===== src/rtl/cpu_trace_buffer_pkg.sv =====
// cpu_trace_buffer_pkg
//   Shared types and constants for the CPU trace buffer.
//   - trace_state_t : capture FSM states
//   - FLAG_*_BIT    : bit positions of the flag field in a trace entry
//   - entry_w()     : width of one trace entry for given address/data widths
//   - trace_entry_t : entry layout at the default 16-bit widths (field order
//                     matches the packed rd_entry_o word, MSB first)
package cpu_trace_buffer_pkg;

  typedef enum logic [1:0] {
    ST_IDLE    = 2'd0,
    ST_CAPTURE = 2'd1,
    ST_POST    = 2'd2,
    ST_DONE    = 2'd3
  } trace_state_t;

  localparam int FLAGS_W        = 3;
  localparam int FLAG_VALID_BIT = 0;
  localparam int FLAG_WR_BIT    = 1;
  localparam int FLAG_EN_BIT    = 2;

  localparam int DEF_ADDR_W = 16;
  localparam int DEF_DATA_W = 16;

  function automatic int entry_w(input int addr_w, input int data_w);
    return 2 * addr_w + 2 * data_w + FLAGS_W;
  endfunction

  typedef struct packed {
    logic [DEF_ADDR_W-1:0] pc;
    logic [DEF_ADDR_W-1:0] mem_addr;
    logic [DEF_DATA_W-1:0] mem_data_in;
    logic [DEF_DATA_W-1:0] mem_data_out;
    logic                  mem_en;
    logic                  mem_wr;
    logic                  mem_data_valid;
  } trace_entry_t;

endpackage


===== src/rtl/cpu_trace_buffer_ram.sv =====
// cpu_trace_buffer_ram
//   DEPTH x WIDTH trace storage. One synchronous write port and one registered
//   read port. Storage has no reset. A read and a write to the same address on
//   the same edge return the old contents.
// Ports:
//   clk        - clock
//   wr_en_i    - write enable
//   wr_addr_i  - write address
//   wr_data_i  - write data
//   rd_addr_i  - read address, data appears after the next edge
//   rd_data_o  - registered read data
module cpu_trace_buffer_ram #(
  parameter int DEPTH = 16,
  parameter int WIDTH = 67,
  localparam int AW   = $clog2(DEPTH)
) (
  input  logic             clk,
  input  logic             wr_en_i,
  input  logic [AW-1:0]    wr_addr_i,
  input  logic [WIDTH-1:0] wr_data_i,
  input  logic [AW-1:0]    rd_addr_i,
  output logic [WIDTH-1:0] rd_data_o
);

  logic [WIDTH-1:0] mem_q [DEPTH];

  always_ff @(posedge clk) begin
    if (wr_en_i) mem_q[wr_addr_i] <= wr_data_i;
    rd_data_o <= mem_q[rd_addr_i];
  end

endmodule


===== src/rtl/cpu_trace_buffer.sv =====
// cpu_trace_buffer
//   Circular trace capture of CPU PC and memory-interface activity. Capture is
//   started by arm_i, stops after a halt or timeout trigger plus a post-trigger
//   window, and entries are read out oldest-first through rd_idx_i.
//
//   state    | meaning
//   ---------+-------------------------------------------------------------
//   IDLE     | after reset, nothing captured, waiting for arm_i
//   CAPTURE  | recording, counting cycles, watching hlt_i and timeout
//   POST     | recording the post-trigger window, hlt_i ignored
//   DONE     | capture finished, buffer and flags held until next arm_i
//
// Ports:
//   clk, rst              - clock, asynchronous active-high reset
//   arm_i                 - start/restart capture (honoured in IDLE/DONE)
//   hlt_i                 - CPU halt indication (trigger)
//   pc_i, mem_addr_i      - PC and memory address
//   mem_en_i, mem_wr_i    - memory enable / write
//   mem_data_valid_i      - memory read data valid
//   mem_data_in_i/out_i   - write data / read data
//   rd_idx_i              - readout index, 0 = oldest
//   rd_entry_o            - {pc, addr, din, dout, en, wr, valid}, 1-cycle latency
//   entry_count_o         - valid entries, saturates at DEPTH
//   wrapped_o             - write pointer has wrapped since arm
//   capturing_o, done_o   - in CAPTURE/POST, capture finished
//   halted_o, timed_out_o - trigger cause
module cpu_trace_buffer
  import cpu_trace_buffer_pkg::*;
#(
  parameter int ADDR_W         = 16,
  parameter int DATA_W         = 16,
  parameter int DEPTH          = 16,
  parameter int TIMEOUT_CYCLES = 1000000,
  parameter int POST_TRIG      = 2,
  parameter int CAPTURE_MODE   = 0,
  localparam int PTR_W         = $clog2(DEPTH),
  localparam int ENTRY_W       = entry_w(ADDR_W, DATA_W)
) (
  input  logic               clk,
  input  logic               rst,
  input  logic               arm_i,
  input  logic               hlt_i,
  input  logic [ADDR_W-1:0]  pc_i,
  input  logic [ADDR_W-1:0]  mem_addr_i,
  input  logic               mem_en_i,
  input  logic               mem_wr_i,
  input  logic               mem_data_valid_i,
  input  logic [DATA_W-1:0]  mem_data_in_i,
  input  logic [DATA_W-1:0]  mem_data_out_i,
  input  logic [PTR_W-1:0]   rd_idx_i,
  output logic [ENTRY_W-1:0] rd_entry_o,
  output logic [PTR_W:0]     entry_count_o,
  output logic               wrapped_o,
  output logic               capturing_o,
  output logic               done_o,
  output logic               halted_o,
  output logic               timed_out_o
);

  localparam int CYC_W  = $clog2(TIMEOUT_CYCLES) + 1;
  localparam int POST_W = $clog2(POST_TRIG + 1) + 1;

  localparam logic [CYC_W-1:0]  CYC_LAST   = CYC_W'(TIMEOUT_CYCLES - 1);
  localparam logic [CYC_W-1:0]  CYC_ONE    = CYC_W'(1);
  localparam logic [POST_W-1:0] POST_LOAD  = POST_W'(POST_TRIG);
  localparam logic [POST_W-1:0] POST_ONE   = POST_W'(1);
  localparam logic [PTR_W-1:0]  PTR_LAST   = PTR_W'(DEPTH - 1);
  localparam logic [PTR_W-1:0]  PTR_ONE    = PTR_W'(1);
  localparam logic [PTR_W:0]    COUNT_FULL = (PTR_W + 1)'(DEPTH);
  localparam logic [PTR_W:0]    COUNT_ONE  = (PTR_W + 1)'(1);

  trace_state_t        state_q;
  logic [PTR_W-1:0]    wr_ptr_q;
  logic [PTR_W:0]      entry_count_q;
  logic [CYC_W-1:0]    cycle_cnt_q;
  logic [POST_W-1:0]   post_cnt_q;
  logic                wrapped_q;
  logic                capturing_q;
  logic                done_q;
  logic                halted_q;
  logic                timed_out_q;
  logic                rd_ok_q;

  logic                qualified;
  logic                timeout_hit;
  logic                rd_ok_d;
  logic [PTR_W-1:0]    rd_phys;
  logic [FLAGS_W-1:0]  flags;
  logic [ENTRY_W-1:0]  wr_entry;
  logic [ENTRY_W-1:0]  ram_rd_data;

  assign qualified   = (state_q == ST_CAPTURE || state_q == ST_POST) &&
                       (CAPTURE_MODE == 0 || mem_en_i);
  assign timeout_hit = (cycle_cnt_q == CYC_LAST);

  always_comb begin
    flags                 = '0;
    flags[FLAG_EN_BIT]    = mem_en_i;
    flags[FLAG_WR_BIT]    = mem_wr_i;
    flags[FLAG_VALID_BIT] = mem_data_valid_i;
  end

  assign wr_entry = {pc_i, mem_addr_i, mem_data_in_i, mem_data_out_i, flags};

  // Once wrapped, wr_ptr points at the oldest entry; DEPTH is a power of two
  // so the sum wraps naturally in PTR_W bits.
  assign rd_phys = wrapped_q ? (wr_ptr_q + rd_idx_i) : rd_idx_i;
  assign rd_ok_d = ({1'b0, rd_idx_i} < entry_count_q);

  cpu_trace_buffer_ram #(
    .DEPTH (DEPTH),
    .WIDTH (ENTRY_W)
  ) u_ram (
    .clk       (clk),
    .wr_en_i   (qualified),
    .wr_addr_i (wr_ptr_q),
    .wr_data_i (wr_entry),
    .rd_addr_i (rd_phys),
    .rd_data_o (ram_rd_data)
  );

  // The RAM has no reset, so the registered valid bit masks its output to
  // zero both after reset and for indices beyond entry_count.
  assign rd_entry_o = rd_ok_q ? ram_rd_data : '0;

  always_ff @(posedge clk or posedge rst) begin
    if (rst) begin
      state_q       <= ST_IDLE;
      wr_ptr_q      <= '0;
      entry_count_q <= '0;
      cycle_cnt_q   <= '0;
      post_cnt_q    <= '0;
      wrapped_q     <= 1'b0;
      capturing_q   <= 1'b0;
      done_q        <= 1'b0;
      halted_q      <= 1'b0;
      timed_out_q   <= 1'b0;
      rd_ok_q       <= 1'b0;
    end else begin
      rd_ok_q <= rd_ok_d;

      // Writes only happen in CAPTURE/POST, so they never collide with the
      // clears done on arm in IDLE/DONE below.
      if (qualified) begin
        wr_ptr_q <= wr_ptr_q + PTR_ONE;
        if (wr_ptr_q == PTR_LAST) wrapped_q <= 1'b1;
        if (entry_count_q != COUNT_FULL) entry_count_q <= entry_count_q + COUNT_ONE;
      end

      case (state_q)
        ST_IDLE, ST_DONE: begin
          if (arm_i) begin
            state_q       <= ST_CAPTURE;
            wr_ptr_q      <= '0;
            entry_count_q <= '0;
            wrapped_q     <= 1'b0;
            cycle_cnt_q   <= '0;
            done_q        <= 1'b0;
            halted_q      <= 1'b0;
            timed_out_q   <= 1'b0;
            capturing_q   <= 1'b1;
          end
        end
        ST_CAPTURE: begin
          cycle_cnt_q <= cycle_cnt_q + CYC_ONE;
          if (hlt_i || timeout_hit) begin
            // halt wins over a coincident timeout
            halted_q    <= hlt_i;
            timed_out_q <= ~hlt_i;
            post_cnt_q  <= POST_LOAD;
            if (POST_TRIG == 0) begin
              state_q     <= ST_DONE;
              done_q      <= 1'b1;
              capturing_q <= 1'b0;
            end else begin
              state_q <= ST_POST;
            end
          end
        end
        ST_POST: begin
          post_cnt_q <= post_cnt_q - POST_ONE;
          if (post_cnt_q == POST_ONE) begin
            state_q     <= ST_DONE;
            done_q      <= 1'b1;
            capturing_q <= 1'b0;
          end
        end
        default: state_q <= ST_IDLE;
      endcase
    end
  end

  assign entry_count_o = entry_count_q;
  assign wrapped_o     = wrapped_q;
  assign capturing_o   = capturing_q;
  assign done_o        = done_q;
  assign halted_o      = halted_q;
  assign timed_out_o   = timed_out_q;

endmodule

===== config.mk =====
export PLATFORM = sky130hd
export DESIGN_NAME = cpu_trace_buffer
export DESIGN_NICKNAME = d
export VERILOG_FILES = /design/src/rtl/cpu_trace_buffer_pkg.sv /design/src/rtl/cpu_trace_buffer_ram.sv /design/src/rtl/cpu_trace_buffer.sv
export SDC_FILE = /design/constraint.sdc
export NUM_CORES = 1
export LEC_CHECK = 0
export ABC_AREA = 0
export BUFFER_PORTS_ARGS = -buffer_cell sky130_fd_sc_hd__buf_4
export CAP_MARGIN = 20
export CORE_MARGIN = 2
export CORE_UTILIZATION = 25
export DETAILED_ROUTE_END_ITERATION = 10
export GPL_ROUTABILITY_DRIVEN = 0
export PLACE_DENSITY = 0.46
export SYNTH_ARGS = -nofsm -noshare
export SYNTH_HDL_FRONTEND = slang
export SYNTH_SLANG_ARGS = --single-unit

===== constraint.sdc =====
create_clock -name clk -period 11 [get_ports clk]
set_input_delay 2.2 -clock clk [delete_from_list [all_inputs] [get_ports clk]]
set_output_delay 2.2 -clock clk [all_outputs]
set_load 0.02 [all_outputs]

## Yosys cells after proc, flatten, opt, wreduce, memory -nomap -nowiden

Memory sizes are Yosys's and may differ from the RTL's. A register that Yosys moved wholly into a read port is not among the register bits.
Index checks and enable logic that the tools add are counted.

- Memories: 1
- Flip-flop bits (word level): 41
- Memory bits (writable): 1072
- Output and inout port bits: 77
- Logic and storage cells: 74
- Input port bits: 75

Memories:

| name | depth | bits a word | rd ports | clocked after memory_dff | write ports | RTL line | RTL |
|---|---|---|---|---|---|---|---|
| u_ram.mem_q | 16 | 67 | 1 | 1 | 1 | cpu_trace_buffer_ram.sv:25 | `logic [WIDTH-1:0] mem_q [DEPTH];` |

- $lt $le $gt $ge: 1
- Eq/ne operators: 10
- Multiplexer cells: 33
- Reduce and logical (&&, ||, !) cells: 12
- Add/subtract/negate cells: 5
- Bitwise operators: 1

Operator list:

| kind | number |
|---|---|
| $mux W67 | 1 |
| $pmux W21 S2 | 1 |
| $add A21 B1 Y21 const B | 1 |
| $eq A21 B20 Y1 const B | 1 |
| $mux W21 | 1 |
| $mux W5 | 4 |
| $mux W4 | 4 |
| $mux W1 | 12 |
| $reduce_and A3 Y1 | 3 |
| $pmux W1 S2 | 4 |
| $mux W2 | 3 |
| $pmux W2 S3 | 1 |
| $pmux W3 S2 | 1 |
| $reduce_bool A2 Y1 | 3 |
| $add A5 B1 Y5 const B | 1 |
| $lt A4 B5 Y1 | 1 |
| $ne A5 B5 Y1 const B | 1 |
| $add A4 B1 Y4 const B | 1 |
| $add A4 B4 Y4 | 1 |
| $eq A2 B2 Y1 const B | 2 |
| $eq A4 B4 Y1 const B | 1 |
| $ne A2 B1 Y1 const B | 2 |
| $reduce_and A2 Y1 | 2 |
| $eq A3 B1 Y1 const B | 1 |
| other kinds (8) | 9 |

## Depth between registers and ports, before layout

Gate-level depths: netlist of the first run.

- Depth in word-level cells: 5
- Depth in mapped cells: 10
- Mapped depth without buffers: 7

## Modules after synthesis

Synthesis of the first run repeated with hierarchy kept, for this count alone.

- Cell total of the unflattened synthesis: 2074
- Area total of the unflattened synthesis: 44456.4 um^2

By module, submodules not included:

| module | area each (um^2) | cells an instance | sequential area each (um^2) | times used |
|---|---|---|---|---|
| cpu_trace_buffer_ram | 41438.5 | 1724 | 33532.2 | 1 |
| cpu_trace_buffer | 3017.9 | 350 | 1026.0 | 1 |

## Worst setup path after synthesis of the first run

Ideal clock, no wire load.

- Path kind: reg2reg
- Start: register state_q[0]
- End: memory u_ram.mem_q[1][0] (enable)
- Buffers on the path: 2
- Stages on the path, launching flop included: 6
- Period minus slack after synthesis: 8698 ps
- Setup time: 681 ps
- Required time: 10319 ps
- Slack: 2302 ps
- Data arrival time: 8017 ps
- Cells stage by stage: dfrtp_1 > inv_1 > ha_1 > buf_2 > clkbuf_1 > nor4b_1

- Word-level cells in the longest chain between the ends: 4
- Elaborated cells between the ends (all ways): 5
- Those cells by class: eq/ne (2); mux (2); reduce/logical (1)

Ends and longest elaborated chain:

| item | RTL line | RTL |
|---|---|---|
| start: declaration | cpu_trace_buffer.sv:72 | `trace_state_t state_q;` |
| start signal: assignment | cpu_trace_buffer.sv:128 | `state_q <= ST_IDLE;` |
| start signal: assignment | cpu_trace_buffer.sv:153 | `state_q <= ST_CAPTURE;` |
| start signal: assignment | cpu_trace_buffer.sv:172 | `state_q <= ST_DONE;` |
| $eq A2 B1 Y1 / $eq A2 B2 Y1 (equally long branches) | cpu_trace_buffer.sv:92 | `assign qualified = (state_q == ST_CAPTURE \|\| state_q == ST_POST) &&` |
| $logic_or A1 B1 Y1 (*) | cpu_trace_buffer.sv:92 |  |
| $mux W1 (*) | cpu_trace_buffer_ram.sv:28 | `if (wr_en_i) mem_q[wr_addr_i] <= wr_data_i;` |
| $mux W1 (not written as such) (*) | cpu_trace_buffer_ram.sv:28 |  |
| end: declaration | cpu_trace_buffer_ram.sv:25 |  |

Mark *: on every way between the ends. The rest lies on a longest branch, timed or not.

## Worst setup path after layout of the first run

- Start: input port rd_idx_i[0]
- End: register u_ram.rd_data_o[31], read port of u_ram.mem_q

- Word-level cells in the longest chain between the ends: 2

Ends and longest elaborated chain:

| item | RTL line | RTL |
|---|---|---|
| start: declaration | cpu_trace_buffer.sv:50 | `input logic [PTR_W-1:0] rd_idx_i,` |
| $add A4 B4 Y4 | cpu_trace_buffer.sv:107 | `assign rd_phys = wrapped_q ? (wr_ptr_q + rd_idx_i) : rd_idx_i;` |
| $mux W4 (*) | cpu_trace_buffer.sv:107 |  |
| end: declaration | cpu_trace_buffer_ram.sv:22 | `output logic [WIDTH-1:0] rd_data_o` |

Marked as above.
A chain may end at the register's enable or synchronous reset.

==> results.cfg, run 1 <==
[status]
status = completed

[routing]
drc = 0
via_per_inst = 4.53
drtAntennaViolNets = 0
wl_per_cell_um = 21.3
vias = 27700
drtIter0Drc = 2143
wirelength_um = 130000
drt_pre_antenna_iters = 5

[synthesis]
synth_simple_gate_area_share_pct = 18.7
syn-num-nets = 3593
synth-seq-cells = 1180
synth_compound_area_share_pct = 0.771
synthTopCellsByCount = nand2_1 (1099), edfxtp_1 (1072), nand3_1 (547)
synth.area.mux_share_pct = 1.75
syn_inst = 3499
synth_area_leader_cell = edfxtp_1
yosysUniqueCellTypes = 51
ys_warn_count = 0
yosys.area.top_type_share_pct = 70.4
syn_avg_cell_area_um2 = 13.1
synthXorXnorAreaFrac_pct = 0.479
synthFlopType = edfxtp_1
synth_top_family_by_area = simple AND/OR/NAND/NOR gates
yosys.area_share.adder_pct = 0.536
synth.most_common_cell = nand2_1
synth-seq-area-share_pct = 75.6
synth_area_leaders = edfxtp_1 (70%), nand2_1 (9.0%), nand3_1 (6.0%)
synth_area_um2 = 45700
ys_async_sr_fraction_pct = 3.47
synth-edff-count = 1072

[critical_path]
critPathRequiredTime_ps = 11570
cp_max_fo = 40
endpoint_kind = flip-flop
ff2ff_setup_slack_ps = 7090
startpoint_type = primary input
path_class = in2reg
worstPathArrival_ps = 5640
timing.rr.end = u_ram.rd_data_o[31]
reg2reg_from = wr_ptr_q[0]
r2r_cells = 8

[sta]
rsz0062_at_grt = no
maxSlewHeadroom_pct = 21.9
holdWs_ps = 493
final_max_slew_viol_count = 0
layout_worst_path_cycle_share_pct = 46.2
setup_tns_ps = 0
finalHoldViolCount = 0
period_needed_ps = 5080
setup_viol = 0
clock_skew_ps = 22.5
worstMarginPinSlew_ps = 1170
max_freq_mhz = 197

[power]
p_total_mw = 11.5
max-vdd-ir-drop_uv = 141
total_leakage_power_nw = 18.6
power.density_nw_per_um2 = 214

[cts]
clk-insertion-delay-late_ps = 750
cts_resized = 0
clock_sinks = 1180
cts_tree = yes
cts_buffer_depth = 3
path_clk_slew_ps = 60
postCtsHoldBufs = 0
cts_inserted_buffers = 131
postCtsSetupBuffers = 0
cts_root_buf = clkbuf_16
h-tree-depth = 4

[global_routing]
grt_max_degree = 173
grt_pass1_vias = 27100
grt_overflow = 0
grt_pass1_wl_um = 190000
grt.total_usage_pct = 13.8
antenna_found_initial = 19

[final_layout]
fin_cells = 6121
final_cell_area_um2 = 53700
nets = 3735
drive_above_1_share_pct = 11.2
area_growth_pct = 17.3
fillers = 18300

[floorplan]
ioPinCount = 152
rows = 156
die-area_um2 = 186000
initial_utilization_pct = 25.2
die_w_um = 432
die_h_um = 432
fp.coreArea_um2 = 181000

[hold_path]
hold_start = post_cnt_q[1]
hold_end = post_cnt_q[1]
hp-class = reg2reg
min_delay_path_depth = 1

[placed_design]
dp_hpwl_um = 65500
numPortBuffers = 151
placedCellCount = 5878
dpl_cell_area_um2 = 49600

[job]
cap_violations = 0
==> metal layers <==
layer  track usage [%]  vias to the layer above  wire length [um]
met3              2.52                      195              6100
li1                  -                    12900                 -
met2              23.1                      624             63100
met4              4.25                       16              2930
met5                 0                        -               102
met1              18.3                    14100             58000
==> layout make-up <==
class / instances / area (um2) / share of cell area (%)
Sequential cell: 1180 / 34600 / 64.4
Multi-Input combinational cell: 2096 / 10400 / 19.4
Clock buffer: 191 / 3680 / 6.85
Tap cell: 2370 / 2970 / 5.53
Timing Repair Buffer: 210 / 1600 / 2.98
Clock inverter: 47 / 364 / 0.678
Inverter: 22 / 82.6 / 0.154
Antenna cell: 5 / 12.5 / 0.0233
==> worst max path at each step <==
stage	startpoint	end	cells past startpoint
CTS	rd_idx_i[0]	u_ram.rd_data_o[31]	9
global route	rd_idx_i[0]	u_ram.rd_data_o[43]	9
detailed placement	rd_idx_i[0]	u_ram.rd_data_o[31]	9
finish	rd_idx_i[0]	u_ram.rd_data_o[31]	9
floorplan	state_q[0]	u_ram.mem_q[1][0]	5
global placement	rd_idx_i[0]	u_ram.rd_data_o[34]	9
==> kinds of logic (layout without fill, tap and decap cells) <==
group,Yosys count,count (layout)
buffers and inverters,223,470
XOR/XNOR,25,25
AND/OR/NAND/NOR,1927,1927
AO/OA/AOI/OAI,48,48
adder cells (fa/ha/maj),19,19
multiplexers,77,77
flip-flops,1180,1180
other,0,5
==> worst max-delay path, stage by stage <==
cell	delay, ps
buf_4	160
ha_1	230
fa_1	420
xor2_1	580
a32o_4	670
buf_4	750
nand3_1	240
nand4_1	180
mux2i_1	140
==> placed cells by master, fill, tap and decap left out, types with 7 or more instances in the layout <==
cell type  synthesis  routed
a21oi_1            7       7
and2_1            68      68
buf_4             10     208
clkbuf_1          79      47
clkbuf_16          0     135
clkbuf_8           0       9
clkinv_1           0      16
clkinv_2           0      16
dfrtp_1           41      40
dfxtp_1           67      67
edfxtp_1        1072    1072
ha_1              18      18
inv_1             22      22
inv_6              0       7
mux2i_1           72      72
nand2_1         1099    1099
nand2b_1           7       7
nand3_1          547     547
nand4_1          140     140
nor2_1            36      25
nor2_4             0      11
o21ai_0            9       9
xnor2_1           13      13
xor2_1            12      12
==> power by group <==
part / internal, mW / switching (mW) / total (mW)
clock: 2.40 / 1.78 / 4.17
combinational: 0.470 / 1.20 / 1.67
sequential: 5.47 / 0.198 / 5.67
==> metrics by stage <==
step / utilization [%] / setup slack, ps
after floorplan: - / 2300
after global placement: 27.4 / 5200
after detailed placement: 27.4 / 5180
after CTS: 29.6 / 5990
after global routing: 29.6 / 5850
final: 29.6 / 5920
==> flip-flops by register name (all words and copies together) (netlist names), 2 cells and up <==
signal           count
wr_ptr_q             4
state_q              2
cycle_cnt_q         21
entry_count_o        5
u_ram.mem_q       1072
post_cnt_q           3
u_ram.rd_data_o     67
No activity file was read; power rests on OpenSTA's default activity.
==> run 2, diff against run 1 <==
==> constraint.sdc (replaced) <==
create_clock -name clk -period 5 [get_ports clk]
set_input_delay 1 -clock clk [delete_from_list [all_inputs] [get_ports clk]]
set_output_delay 1 -clock clk [all_outputs]
set_load 0.02 [all_outputs]
==> results.cfg, run 2 (synthesis results as in run 1) <==
[floorplan]
die-area_um2 = 186000
initial_utilization_pct = 25.2
fp.coreArea_um2 = 181000
die_w_um = 432
rows = 156
die_h_um = 432
ioPinCount = 152

[final_layout]
multi_input_area_um2 = 10400
area_growth_pct = 19.1
top_regs = u_ram.mem_q x1072, u_ram.rd_data_o x67, cycle_cnt_q x21
seq_area_um2 = 34600
nets = 3759
drive_above_1_share_pct = 12.1
final_cell_area_um2 = 54500
largest_reg_flops = 1072
layout_common_cells = nand2_1 (1099), edfxtp_1 (1072), nand3_1 (547)
regMostFlops = u_ram.mem_q
final_common_cell = nand2_1
fillers = 18100

[global_routing]
grt_max_degree = 140
grt_pass1_vias = 27400
grt_overflow = 0
grt_pass1_wl_um = 195000
grt.total_usage_pct = 14.3
antenna_found_initial = 21

[cts]
clk-insertion-delay-late_ps = 770
path_clk_slew_ps = 60
postCtsSetupBuffers = 0
h-tree-depth = 4
cts_inserted_buffers = 137
cts_tree = yes
cts_buffer_depth = 3
cts_resized = 0
clock_sinks = 1180
postCtsHoldBufs = 0
cts_root_buf = clkbuf_16

[critical_path]
path_class = reg2reg
critPathBufInv = 1
cp_max_fo = 32
worstPathArrival_ps = 3970
r2r_cells = 7
path_cells = ha_1, xnor2_1, a31o_4, buf_12, nand3_1, nand4_1, mux2i_1
critPathRequiredTime_ps = 5620
startpoint_type = flip-flop
slowest_stage = dfrtp_1
crit_family = flip-flops
slowest_delay_ps = 790
timing.rr.end = u_ram.rd_data_o[10]
reg2reg_from = wr_ptr_q[2]
endpoint_kind = flip-flop
ff2ff_setup_slack_ps = 1650

[sta]
clock_skew_ps = 30.3
rsz0062_at_grt = no
finalHoldViolCount = 0
maxSlewHeadroom_pct = 30.3
period_needed_ps = 3350
setup_viol = 0
setup_tns_ps = 0
layout_worst_path_cycle_share_pct = 67.1
worstMarginPinSlew_ps = 1050
max_freq_mhz = 298
holdWs_ps = 225
final_max_slew_viol_count = 0

[placed_design]
dp_hpwl_um = 73200
dpl_cell_area_um2 = 50100
numPortBuffers = 151

[power]
p_total_mw = 26.1
max-vdd-ir-drop_uv = 321
total_leakage_power_nw = 18.9
power.density_nw_per_um2 = 478

[routing]
drt_pre_antenna_iters = 7
vias = 27700
via_per_inst = 4.50
drc = 0
drtAntennaViolNets = 0
drtIter0Drc = 2221
wl_per_cell_um = 21.8
wirelength_um = 134000

[hold_path]
hp-class = in2async

[job]
cap_violations = 0

[status]
status = completed
==> run 2: routing by layer <==
layer / vias to the layer above / track usage, % / wire length (um)
li1: 12900 / - / -
met1: 14100 / 18.9 / 60300
met2: 548 / 24.3 / 66000
met3: 169 / 2.47 / 5410
met4: 10 / 3.34 / 2190
met5: - / 0 / 63
==> run 2: where the power goes <==
group	internal [mW]	switching (mW)	total, mW
sequential	12.0	0.483	12.5
clock	5.70	4.08	9.78
combinational	1.08	2.68	3.76
total	18.8	7.24	26.1
==> run 2: worst reg2reg max path: stages, from the launching register on <==
cell and delay (ps):
dfrtp_1 790, ha_1 440, xnor2_1 630, a31o_4 650, buf_12 370, nand3_1 170, nand4_1 100, mux2i_1 70
==> run 2: final cells by class <==
| class | count | share of cell area [%] |
|---|---|---|
| Antenna cell | 6 | 0.0276 |
| Timing Repair Buffer | 228 | 3.69 |
| Clock inverter | 49 | 0.880 |
| Inverter | 22 | 0.152 |
| Tap cell | 2370 | 5.44 |
| Clock buffer | 204 | 7.22 |
| Multi-Input combinational cell | 2096 | 19.2 |
| Sequential cell | 1180 | 63.4 |
==> run 2: how the worst max path moves through the flow <==
stage | to | from | slack, ps | cells after the start
after global routing | u_ram.rd_data_o[8] | wr_ptr_q[2] | 1440 | 7
after global placement | u_ram.rd_data_o[13] | rd_idx_i[0] | 1040 | 9
after CTS | rd_entry_o[63] | rd_ok_q | 1430 | 2
final | u_ram.rd_data_o[10] | wr_ptr_q[2] | 1650 | 7
after floorplan | u_ram.mem_q[13][0] | state_q[0] | 490 | 6
after detailed placement | u_ram.rd_data_o[14] | rd_idx_i[0] | 1000 | 9
==> run 2: stage by stage <==
stage               instances  setup WS [ps]  utilization (%)
floorplan                3499            488                -
global placement         5896           1040             27.6
detailed placement       5896           1000             27.6
CTS                      6149           1430             30.0
global route             6149           1440             30.0
finish                   6155           1650             30.0
